File: src/rtl/multicycle_control.sv
// Multicycle ARM-subset controller: instruction-step FSM, NZCV flags, condition-gated writes.
// Latency 2 to 5 cycles per instruction; no backpressure, the FSM advances every cycle.
module multicycle_control #(
   parameter int ALUCTRL_W = 2,
   parameter int COND_EN   = 1,
   parameter int STATE_W   = 4
) (
   input  logic                 iClk,
   input  logic                 iRst_n,
   input  logic [3:0]           iCond,
   input  logic [1:0]           iOp,
   input  logic [5:0]           iFunct,
   input  logic [3:0]           iRd,
   input  logic [3:0]           iALUFlags,
   output logic                 oPCWrite,
   output logic                 oRegWrite,
   output logic                 oMemWrite,
   output logic                 oIRWrite,
   output logic                 oAdrSrc,
   output logic [1:0]           oResultSrc,
   output logic                 oALUSrcA,
   output logic [1:0]           oALUSrcB,
   output logic [1:0]           oImmSrc,
   output logic [1:0]           oRegSrc,
   output logic [ALUCTRL_W-1:0] oALUControl,
   output logic [3:0]           oFlags,
   output logic [STATE_W-1:0]   oState
);

   typedef enum logic [3:0] {
      FETCH  = 4'd0,
      DECODE = 4'd1,
      MEMADR = 4'd2,
      MEMRD  = 4'd3,
      MEMWB  = 4'd4,
      MEMWR  = 4'd5,
      EXECR  = 4'd6,
      EXECI  = 4'd7,
      ALUWB  = 4'd8,
      BRANCH = 4'd9
   } state_t;

   typedef struct packed {
      logic       ir_write;
      logic       next_pc;
      logic       reg_w;
      logic       mem_w;
      logic       branch;
      logic       alu_op;
      logic       adr_src;
      logic [1:0] result_src;
      logic       alu_src_a;
      logic [1:0] alu_src_b;
   } ctl_t;

   localparam logic [ALUCTRL_W-1:0] ALU_ADD = ALUCTRL_W'(0);
   localparam logic [ALUCTRL_W-1:0] ALU_SUB = ALUCTRL_W'(1);
   localparam logic [ALUCTRL_W-1:0] ALU_AND = ALUCTRL_W'(2);
   localparam logic [ALUCTRL_W-1:0] ALU_ORR = ALUCTRL_W'(3);
   localparam logic [ALUCTRL_W-1:0] ALU_EOR = ALUCTRL_W'(4);

   state_t               state;
   ctl_t                 ctl;
   logic [ALUCTRL_W-1:0] alu_sel;
   logic                 alu_bad;
   logic                 is_cmp;
   logic                 no_write;
   logic [1:0]           flag_w;
   logic                 fn, fz, fc, fv;
   logic                 cond_hit;
   logic                 cond_ex;
   logic                 reg_w_eff;
   logic                 pcs;

   function automatic state_t next_of(input state_t s, input logic [1:0] op, input logic [5:0] funct);
      state_t n;
      n = FETCH;
      case (s)
         FETCH:  n = DECODE;
         DECODE: begin
            case (op)
               2'b00:   n = funct[5] ? EXECI : EXECR;
               2'b01:   n = MEMADR;
               2'b10:   n = BRANCH;
               default: n = FETCH;
            endcase
         end
         MEMADR:       n = funct[0] ? MEMRD : MEMWR;
         MEMRD:        n = MEMWB;
         EXECR, EXECI: n = ALUWB;
         default:      n = FETCH;
      endcase
      return n;
   endfunction

   function automatic ctl_t ctl_of(input state_t s);
      ctl_t c;
      c = '0;
      case (s)
         FETCH: begin
            c.ir_write   = 1'b1;
            c.next_pc    = 1'b1;
            c.alu_src_a  = 1'b1;
            c.alu_src_b  = 2'b10;
            c.result_src = 2'b10;
         end
         DECODE: begin
            c.alu_src_a  = 1'b1;
            c.alu_src_b  = 2'b10;
            c.result_src = 2'b10;
         end
         MEMADR: c.alu_src_b = 2'b01;
         MEMRD:  c.adr_src = 1'b1;
         MEMWB: begin
            c.result_src = 2'b01;
            c.reg_w      = 1'b1;
         end
         MEMWR: begin
            c.adr_src = 1'b1;
            c.mem_w   = 1'b1;
         end
         EXECR:  c.alu_op = 1'b1;
         EXECI: begin
            c.alu_src_b = 2'b01;
            c.alu_op    = 1'b1;
         end
         ALUWB:  c.reg_w = 1'b1;
         BRANCH: begin
            c.alu_src_b  = 2'b01;
            c.result_src = 2'b10;
            c.branch     = 1'b1;
         end
         default: c = '0;
      endcase
      return c;
   endfunction

   // Controls are registered alongside the state, decoded from the state being entered.
   always_ff @(posedge iClk or negedge iRst_n) begin
      if (!iRst_n) begin
         state  <= FETCH;
         ctl    <= ctl_of(FETCH);
         oFlags <= 4'b0000;
      end else begin
         state <= next_of(state, iOp, iFunct);
         ctl   <= ctl_of(next_of(state, iOp, iFunct));
         if (ctl.alu_op && cond_ex) begin
            if (flag_w[1]) oFlags[3:2] <= iALUFlags[3:2];
            if (flag_w[0]) oFlags[1:0] <= iALUFlags[1:0];
         end
      end
   end

   always_comb begin
      alu_sel = ALU_ADD;
      alu_bad = 1'b0;
      is_cmp  = 1'b0;
      case (iFunct[4:1])
         4'b0100: alu_sel = ALU_ADD;
         4'b0010: alu_sel = ALU_SUB;
         4'b0000: alu_sel = ALU_AND;
         4'b1100: alu_sel = ALU_ORR;
         4'b0001: begin
            if (ALUCTRL_W >= 3) alu_sel = ALU_EOR;
            else                alu_bad = 1'b1;
         end
         4'b1010: begin
            if (ALUCTRL_W >= 3) begin
               alu_sel = ALU_SUB;
               is_cmp  = 1'b1;
            end else begin
               alu_bad = 1'b1;
            end
         end
         default: alu_bad = 1'b1;
      endcase
   end

   assign no_write = alu_bad | is_cmp;
   assign flag_w   = alu_bad ? 2'b00 :
                     is_cmp  ? 2'b11 :
                     {iFunct[0], iFunct[0] & ((alu_sel == ALU_ADD) | (alu_sel == ALU_SUB))};

   assign {fn, fz, fc, fv} = oFlags;

   always_comb begin
      cond_hit = 1'b0;
      case (iCond)
         4'h0: cond_hit = fz;
         4'h1: cond_hit = ~fz;
         4'h2: cond_hit = fc;
         4'h3: cond_hit = ~fc;
         4'h4: cond_hit = fn;
         4'h5: cond_hit = ~fn;
         4'h6: cond_hit = fv;
         4'h7: cond_hit = ~fv;
         4'h8: cond_hit = fc & ~fz;
         4'h9: cond_hit = ~fc | fz;
         4'hA: cond_hit = (fn == fv);
         4'hB: cond_hit = (fn != fv);
         4'hC: cond_hit = ~fz & (fn == fv);
         4'hD: cond_hit = fz | (fn != fv);
         4'hE: cond_hit = 1'b1;
         default: cond_hit = 1'b0;
      endcase
   end

   assign cond_ex = (COND_EN == 0) ? 1'b1 : cond_hit;

   // Unsupported ALU codes and CMP drop the register write-back but still walk ALUWB.
   assign reg_w_eff = ctl.reg_w & ~(no_write & (state == ALUWB));
   assign pcs       = ((iRd == 4'hF) & reg_w_eff) | ctl.branch;

   assign oPCWrite    = ctl.next_pc | (pcs & cond_ex);
   assign oRegWrite   = reg_w_eff & cond_ex;
   assign oMemWrite   = ctl.mem_w & cond_ex;
   assign oIRWrite    = ctl.ir_write;
   assign oAdrSrc     = ctl.adr_src;
   assign oResultSrc  = ctl.result_src;
   assign oALUSrcA    = ctl.alu_src_a;
   assign oALUSrcB    = ctl.alu_src_b;
   assign oImmSrc     = iOp;
   assign oRegSrc     = {iOp == 2'b01, iOp == 2'b10};
   assign oALUControl = ctl.alu_op ? alu_sel : ALU_ADD;
   assign oState      = STATE_W'(state);

endmodule
File: config.mk
export PLATFORM = sky130hd
export DESIGN_NAME = multicycle_control
export DESIGN_NICKNAME = d
export VERILOG_FILES = /design/src/rtl/multicycle_control.sv
export SDC_FILE = /design/constraint.sdc
export NUM_CORES = 1
export LEC_CHECK = 0
export CORE_ASPECT_RATIO = 0.9
export CORE_MARGIN = 2
export CORE_UTILIZATION = 45
export DETAILED_ROUTE_END_ITERATION = 8
export PLACE_DENSITY = 0.84
export SLEW_MARGIN = 5
export SYNTH_ARGS = -nofsm -noshare
export SYNTH_HDL_FRONTEND = slang
export SYNTH_SLANG_ARGS = --single-unit
File: constraint.sdc
create_clock -name iClk -period 4 [get_ports iClk]
set_clock_uncertainty 0.2 [all_clocks]
set_input_delay 0.8 -clock iClk [delete_from_list [all_inputs] [get_ports iClk]]
set_output_delay 0.8 -clock iClk [all_outputs]
set_load 0.02 [all_outputs]
==> flow_summary.yaml, run 1 <==
power:
  power_mw: 0.8907
  power_per_cell_area_nw_per_um2: 566.8
  ir_drop_mv: 0.3611
  p_leak_nw: 0.6765
placed_design:
  routabilityCongestion: 0.8017
  io_buffer_count: 45
  hpwl_um: 1902
  dpl_cell_area_um2: 1536
logic_synthesis:
  post_synth.cell_area_avg_um2: 9.782
  synth_top_cell_by_area: "dfrtp_1"
  syn_inst: 110
  synth_top_flop_cell: "dfrtp_1"
  synthDistinctLibCells: 40
  ys_async_sr_fraction_pct: 100.0
  ys_warn_count: 0
  synth_edf_count: 0
  synth_seq_area_share_pct: 44.65
  yosysTopAreaCellShare_pct: 34.88
  ys_ff_latch: 19
  synth_area_um2: 1076
  mappedNetlistNets: 132
  ys_top_cells_by_area: "dfrtp_1, dfstp_2, mux2_2"
sta:
  rsz0062_at_grt: "false"
  final_max_slew_viol_count: 0
  finalSetupViolations: 0
  worst_slew_pin_slew_ns: 0.7980
  hold_viol: 0
  fmax_mhz: 256.1
  fin_setup_tns_ns: 0
  maxSlewHeadroom_pct: 46.64
  fin_crit_ns: 3.904
  hold_ws_ns: 0.3896
  timing.final.crit_share_pct: 97.60
grt:
  grt_pass1_wl_um: 4098
  grt_overflow_total: 0
  grt_start_max_net_pins: 20
  grt_use_total_pct: 18.54
  grt_pass1_vias: 949
  grt_antenna_before_repair: 0
detailed_routing:
  routed_via_density: 5.500
  drtIter0Drc: 30
  wl_um: 2484
  route.vias.total: 1001
  detail-route-antenna-nets: 0
  wl_per_cell_um: 13.65
  drc: 0
  drtPass1Iterations: 4
worst_setup_path:
  r2r-end: "oFlags[1]"
  critPathMaxFanout: 5
  cp.arrival_ns: 2.90
  endpoint_kind: "primary output"
  reg2reg_slack_ns: 1.50
  startpoint_type: "input pin"
  timing.rr.start: "oFlags[3]"
  reg2regPathDepth: 6
  critPathKind: "in2out"
  critPathRequiredTime_ns: 3.00
die:
  design.die.area_um2: 2799
  top_level_ports: 46
  row_count: 16
  core_area_um2: 2222
  die_x_um: 55.55
  start_util_pct: 48.42
  dieHeight_um: 50.39
clocking:
  cts_root_buffer: "clkbuf_4"
  cts_tree: "built"
  cts.htree.levels: 1
  cts-hold-fix-buffers: 0
  clkTransAtPathRegs_ns: 0.11
  clock-sinks: 19
  cts_buffer_depth: 2
  cts_setup_buffers: 0
  clk_latency_ns: 0.31
  cts_buffers: 3
hold_path:
  hold_class: "reg2reg"
  min_from: "oFlags[1]"
  min_to: "oFlags[1]"
  min_path_cells: 1
cells_and_area:
  drive_gt1_share_pct: 16.77
  utilization_pct: 70.72
  layout_common_cells: "clkdlybuf4s50_1, dfrtp_1, nor2_1, nor3_1"
  syn_to_final_growth_pct: 46.05
  insertedDiodeCount: 0
  nets: 178
  design_area_um2: 1572
  final_common_cell: "clkdlybuf4s50_1"
job:
  maxCapViolations: 0
outcome:
  status: "finished, final reports clean"
kinds of logic after synthesis:
kind of cell	share of synthesized area (%)
buf+inv	6.742
xor+xnor	3.256
simple gates	24.42
compound gates	11.98
mux	8.953
flops	44.65
Yosys cell counts, drive strengths merged (3+ instances only):
cell / number
dfrtp: 15
nor2: 12
buf: 7
mux2: 7
nor3: 6
a21oi: 5
inv: 5
nand2: 5
dfstp: 4
nand2b: 4
nand3b: 4
o21ai: 4
nor2b: 3
or3: 3
layout make-up:
| type | count | area (um2) |
|---|---|---|
| clock inverter | 1 | 7.507 |
| fill | 178 | 650.6 |
| clock buffer | 3 | 22.52 |
| tap | 27 | 33.78 |
| timing repair buffer | 49 | 485.5 |
| sequential | 19 | 480.5 |
| multi-input combinational | 78 | 523.0 |
| inverter | 5 | 18.77 |
worst max-delay path, stage by stage:
cell             delay [ns]
clkdlybuf4s50_1        0.51
mux2_2                 0.34
o32ai_1                0.21
o21ai_1                0.08
o2111a_2               0.20
nor2_1                 0.14
clkdlybuf4s50_1        0.62
timing repair:
action / in CTS / in global routing
endpoints found under the hold margin: 0 / 0
resized for setup: 0 / 2
setup endpoints to repair: 0 / 2
registers in the layout, indices dropped and copies added (netlist names):
| signal | count |
|---|---|
| ctl | 4 |
| oALUSrcA | 1 |
| oALUSrcB | 2 |
| oAdrSrc | 1 |
| oFlags | 4 |
| oIRWrite | 1 |
| oResultSrc | 2 |
| oState | 4 |
per-layer routing:
| layer | up-vias | global-route usage [%] | wire length, um |
|---|---|---|---|
| li1 | 469 | - | - |
| met1 | 480 | 21.84 | 1058 |
| met2 | 46 | 32.34 | 1201 |
| met3 | 6 | 6.959 | 189 |
| met4 | 0 | 4.065 | 34 |
| met5 | - | 0 | 0 |
stage by stage:
step / worst slack, ns / cells
after floorplan: 0.9863 / 110
after global placement: 0.09694 / 178
after detailed placement: 0.06537 / 178
after CTS: 0.05946 / 182
after global routing: 0.01414 / 182
final: 0.09581 / 182
report_power, final:
| part | switching, mW | internal (mW) | total, mW | leakage [nW] |
|---|---|---|---|---|
| sequential | 0.0657 | 0.271 | 0.337 | 0.244 |
| clock | 0.0644 | 0.0382 | 0.103 | 0.0139 |
| combinational | 0.232 | 0.219 | 0.451 | 0.419 |
how the worst max path moves through the flow:
stage,startpoint,to,slack (ns),depth (start not counted)
2_1_floorplan,iCond[2],oPCWrite,0.99,6
3_3_place_gp,iCond[1],oMemWrite,0.1,7
3_5_place_dp,iCond[1],oMemWrite,0.07,7
4_1_cts,iCond[1],oMemWrite,0.06,7
5_1_grt,iCond[1],oRegWrite,0.01,7
6_report,iCond[1],oRegWrite,0.1,7
No activity file was read; power rests on OpenSTA's default activity.
==> inputs of run 2 (changes only) <==
--- a/config.mk
+++ b/config.mk
@@ -5,10 +5,13 @@
 export SDC_FILE = /design/constraint.sdc
 export NUM_CORES = 1
 export LEC_CHECK = 0
+export CELL_PAD_IN_SITES_DETAIL_PLACEMENT = 2
+export CELL_PAD_IN_SITES_GLOBAL_PLACEMENT = 2
 export CORE_ASPECT_RATIO = 0.9
 export CORE_MARGIN = 2
-export CORE_UTILIZATION = 45
+export CORE_UTILIZATION = 26
 export DETAILED_ROUTE_END_ITERATION = 8
+export GPL_TIMING_DRIVEN = 0
 export PLACE_DENSITY = 0.84
 export SLEW_MARGIN = 5
 export SYNTH_ARGS = -nofsm -noshare
==> flow_summary.yaml, run 2 (synthesized netlist as in run 1, its figures left out) <==
placed_design:
  hpwl_um: 2593
  dpl.cell_count: 202
  routabilityCongestion: 0.7621
  io_buffer_count: 44
  dpl_cell_area_um2: 1577
worst_setup_path:
  critPathKind: "in2out"
  critPathRequiredTime_ns: 3.00
  reg2reg_slack_ns: 1.44
  endpoint_kind: "primary output"
  cp.arrival_ns: 2.87
  setup.worst_path.start: "iCond[1]"
  timing.rr.start: "oFlags[3]"
  critPathMaxFanout: 7
  startpoint_type: "input pin"
power:
  internal_power_mw: 0.5781
  power_switching_mw: 0.3816
  power_per_cell_area_nw_per_um2: 590.9
  sequentialPowerShare_pct: 34.6
  ir_drop_mv: 0.2244
  clkPwrFrac_pct: 14.2
  p_leak_nw: 0.6830
  netSwitchingFraction_pct: 39.76
  p_comb_share_pct: 51.2
clocking:
  cts_buffer_depth: 2
  clock-sinks: 19
  clkTransAtPathRegs_ns: 0.08
  cts_tree: "built"
  cts_root_buffer: "clkbuf_8"
  clk_latency_ns: 0.26
  cts_buffers: 3
  cts.htree.levels: 1
die:
  dieHeight_um: 65.03
  top_level_ports: 46
  start_util_pct: 26.77
  core_area_um2: 4019
  row_count: 22
  design.die.area_um2: 4670
  die_x_um: 71.81
sta:
  worst_slew_pin_slew_ns: 0.9087
  finalSetupViolations: 0
  maxSlewHeadroom_pct: 39.23
  fin_crit_ns: 3.866
  hold_ws_ns: 0.3754
  fin_setup_tns_ns: 0
  rsz0062_at_grt: "false"
  fmax_mhz: 258.7
  final_max_slew_viol_count: 0
  timing.final.crit_share_pct: 96.65
  hold_viol: 0
cells_and_area:
  fillCellCount: 444
  nets: 181
  insertedDiodeCount: 0
  syn_to_final_growth_pct: 50.93
  layout_common_cells: "clkdlybuf4s50_1, dfrtp_1, nor2_1, nor3_1, buf_4"
  utilization_pct: 40.41
  drive_gt1_share_pct: 18.35
  final_cells: 206
  final_common_cell: "clkdlybuf4s50_1"
  design_area_um2: 1624
detailed_routing:
  routed_via_density: 4.951
  wl_per_cell_um: 15.86
  drc: 0
  route.vias.total: 1020
  detail-route-antenna-nets: 0
  wl_um: 3268
  drtPass1Iterations: 4
  drtIter0Drc: 17
grt:
  grt_use_total_pct: 15.39
  grt_overflow_total: 0
  grt_antenna_before_repair: 0
  grt_pass1_wl_um: 5561
  grt_start_max_net_pins: 20
  grt_pass1_vias: 1164
outcome:
  status: "finished, final reports clean"
hold_path:
  hold_class: "reg2reg"
  min_from: "oState[3]"
job:
  maxCapViolations: 0
-- run 2: power groups by stage --
| stage | logic, mW | registers (mW) | clock network, mW |
|---|---|---|---|
| 6_report | 0.491 | 0.332 | 0.137 |
| 5_1_grt | 0.542 | 0.345 | 0.151 |
| 4_1_cts | 0.501 | 0.333 | 0.142 |
| 3_5_place_dp | 0.497 | 0.336 | 0 |
| 3_3_place_gp | 0.482 | 0.330 | 0 |
| 2_1_floorplan | 0.237 | 0.368 | 0 |
-- run 2: worst paths after layout --
kind	end	cells after the start
max in group asynchronous	oFlags[2]	1
hold / removal	ctl[9]	1
min in group asynchronous	oState[2]	1
setup reg to reg	oFlags[0]	6
setup / recovery	oMemWrite	7
hold reg to reg	ctl[9]	1
-- run 2: worst max-delay path: stages --
cell             delay, ns
clkdlybuf4s15_1       0.34
mux2_2                0.38
o32ai_1               0.23
o21ai_1               0.11
o2111a_2              0.22
and2b_1               0.20
clkdlybuf4s50_1       0.59
-- run 2: final cells by class --
cell class / instances / area [um2] / area share (%)
multi-input combinational: 78 / 523.0 / 32.20
sequential: 19 / 480.5 / 29.58
timing repair buffer: 44 / 441.7 / 27.20
tap: 48 / 60.06 / 3.698
buffer: 8 / 53.80 / 3.313
clock buffer: 3 / 41.29 / 2.542
inverter: 5 / 18.77 / 1.156
clock inverter: 1 / 5.005 / 0.3082
-- run 2: timing repair --
| action | in CTS | in global routing |
|---|---|---|
| endpoints found under the setup margin | 3 | 2 |
| gates resized for setup | 2 | 2 |
| buffers inserted | 0 | 0 |
| hold endpoints to repair | 0 | 0 |
| hold buffers | 0 | 0 |
-- run 2: routing by layer --
metal	routed length (um)	share of wire (%)	track usage (%)	up-vias
met5	0	0	0	-
met4	32	0.98	3.538	0
met3	163	5.0	3.888	4
met2	1726	53	28.82	32
met1	1345	41	17.37	506
li1	-	-	-	478
-- run 2: through the flow --
stage | setup WS (ns) | power (mW)
after floorplan | 0.9863 | 0.6046
after global placement | -0.1063 | 0.8120
after detailed placement | -0.1552 | 0.8332
after CTS | 0.01418 | 0.9762
after global routing | 0.01718 | 1.038
final | 0.1339 | 0.9597
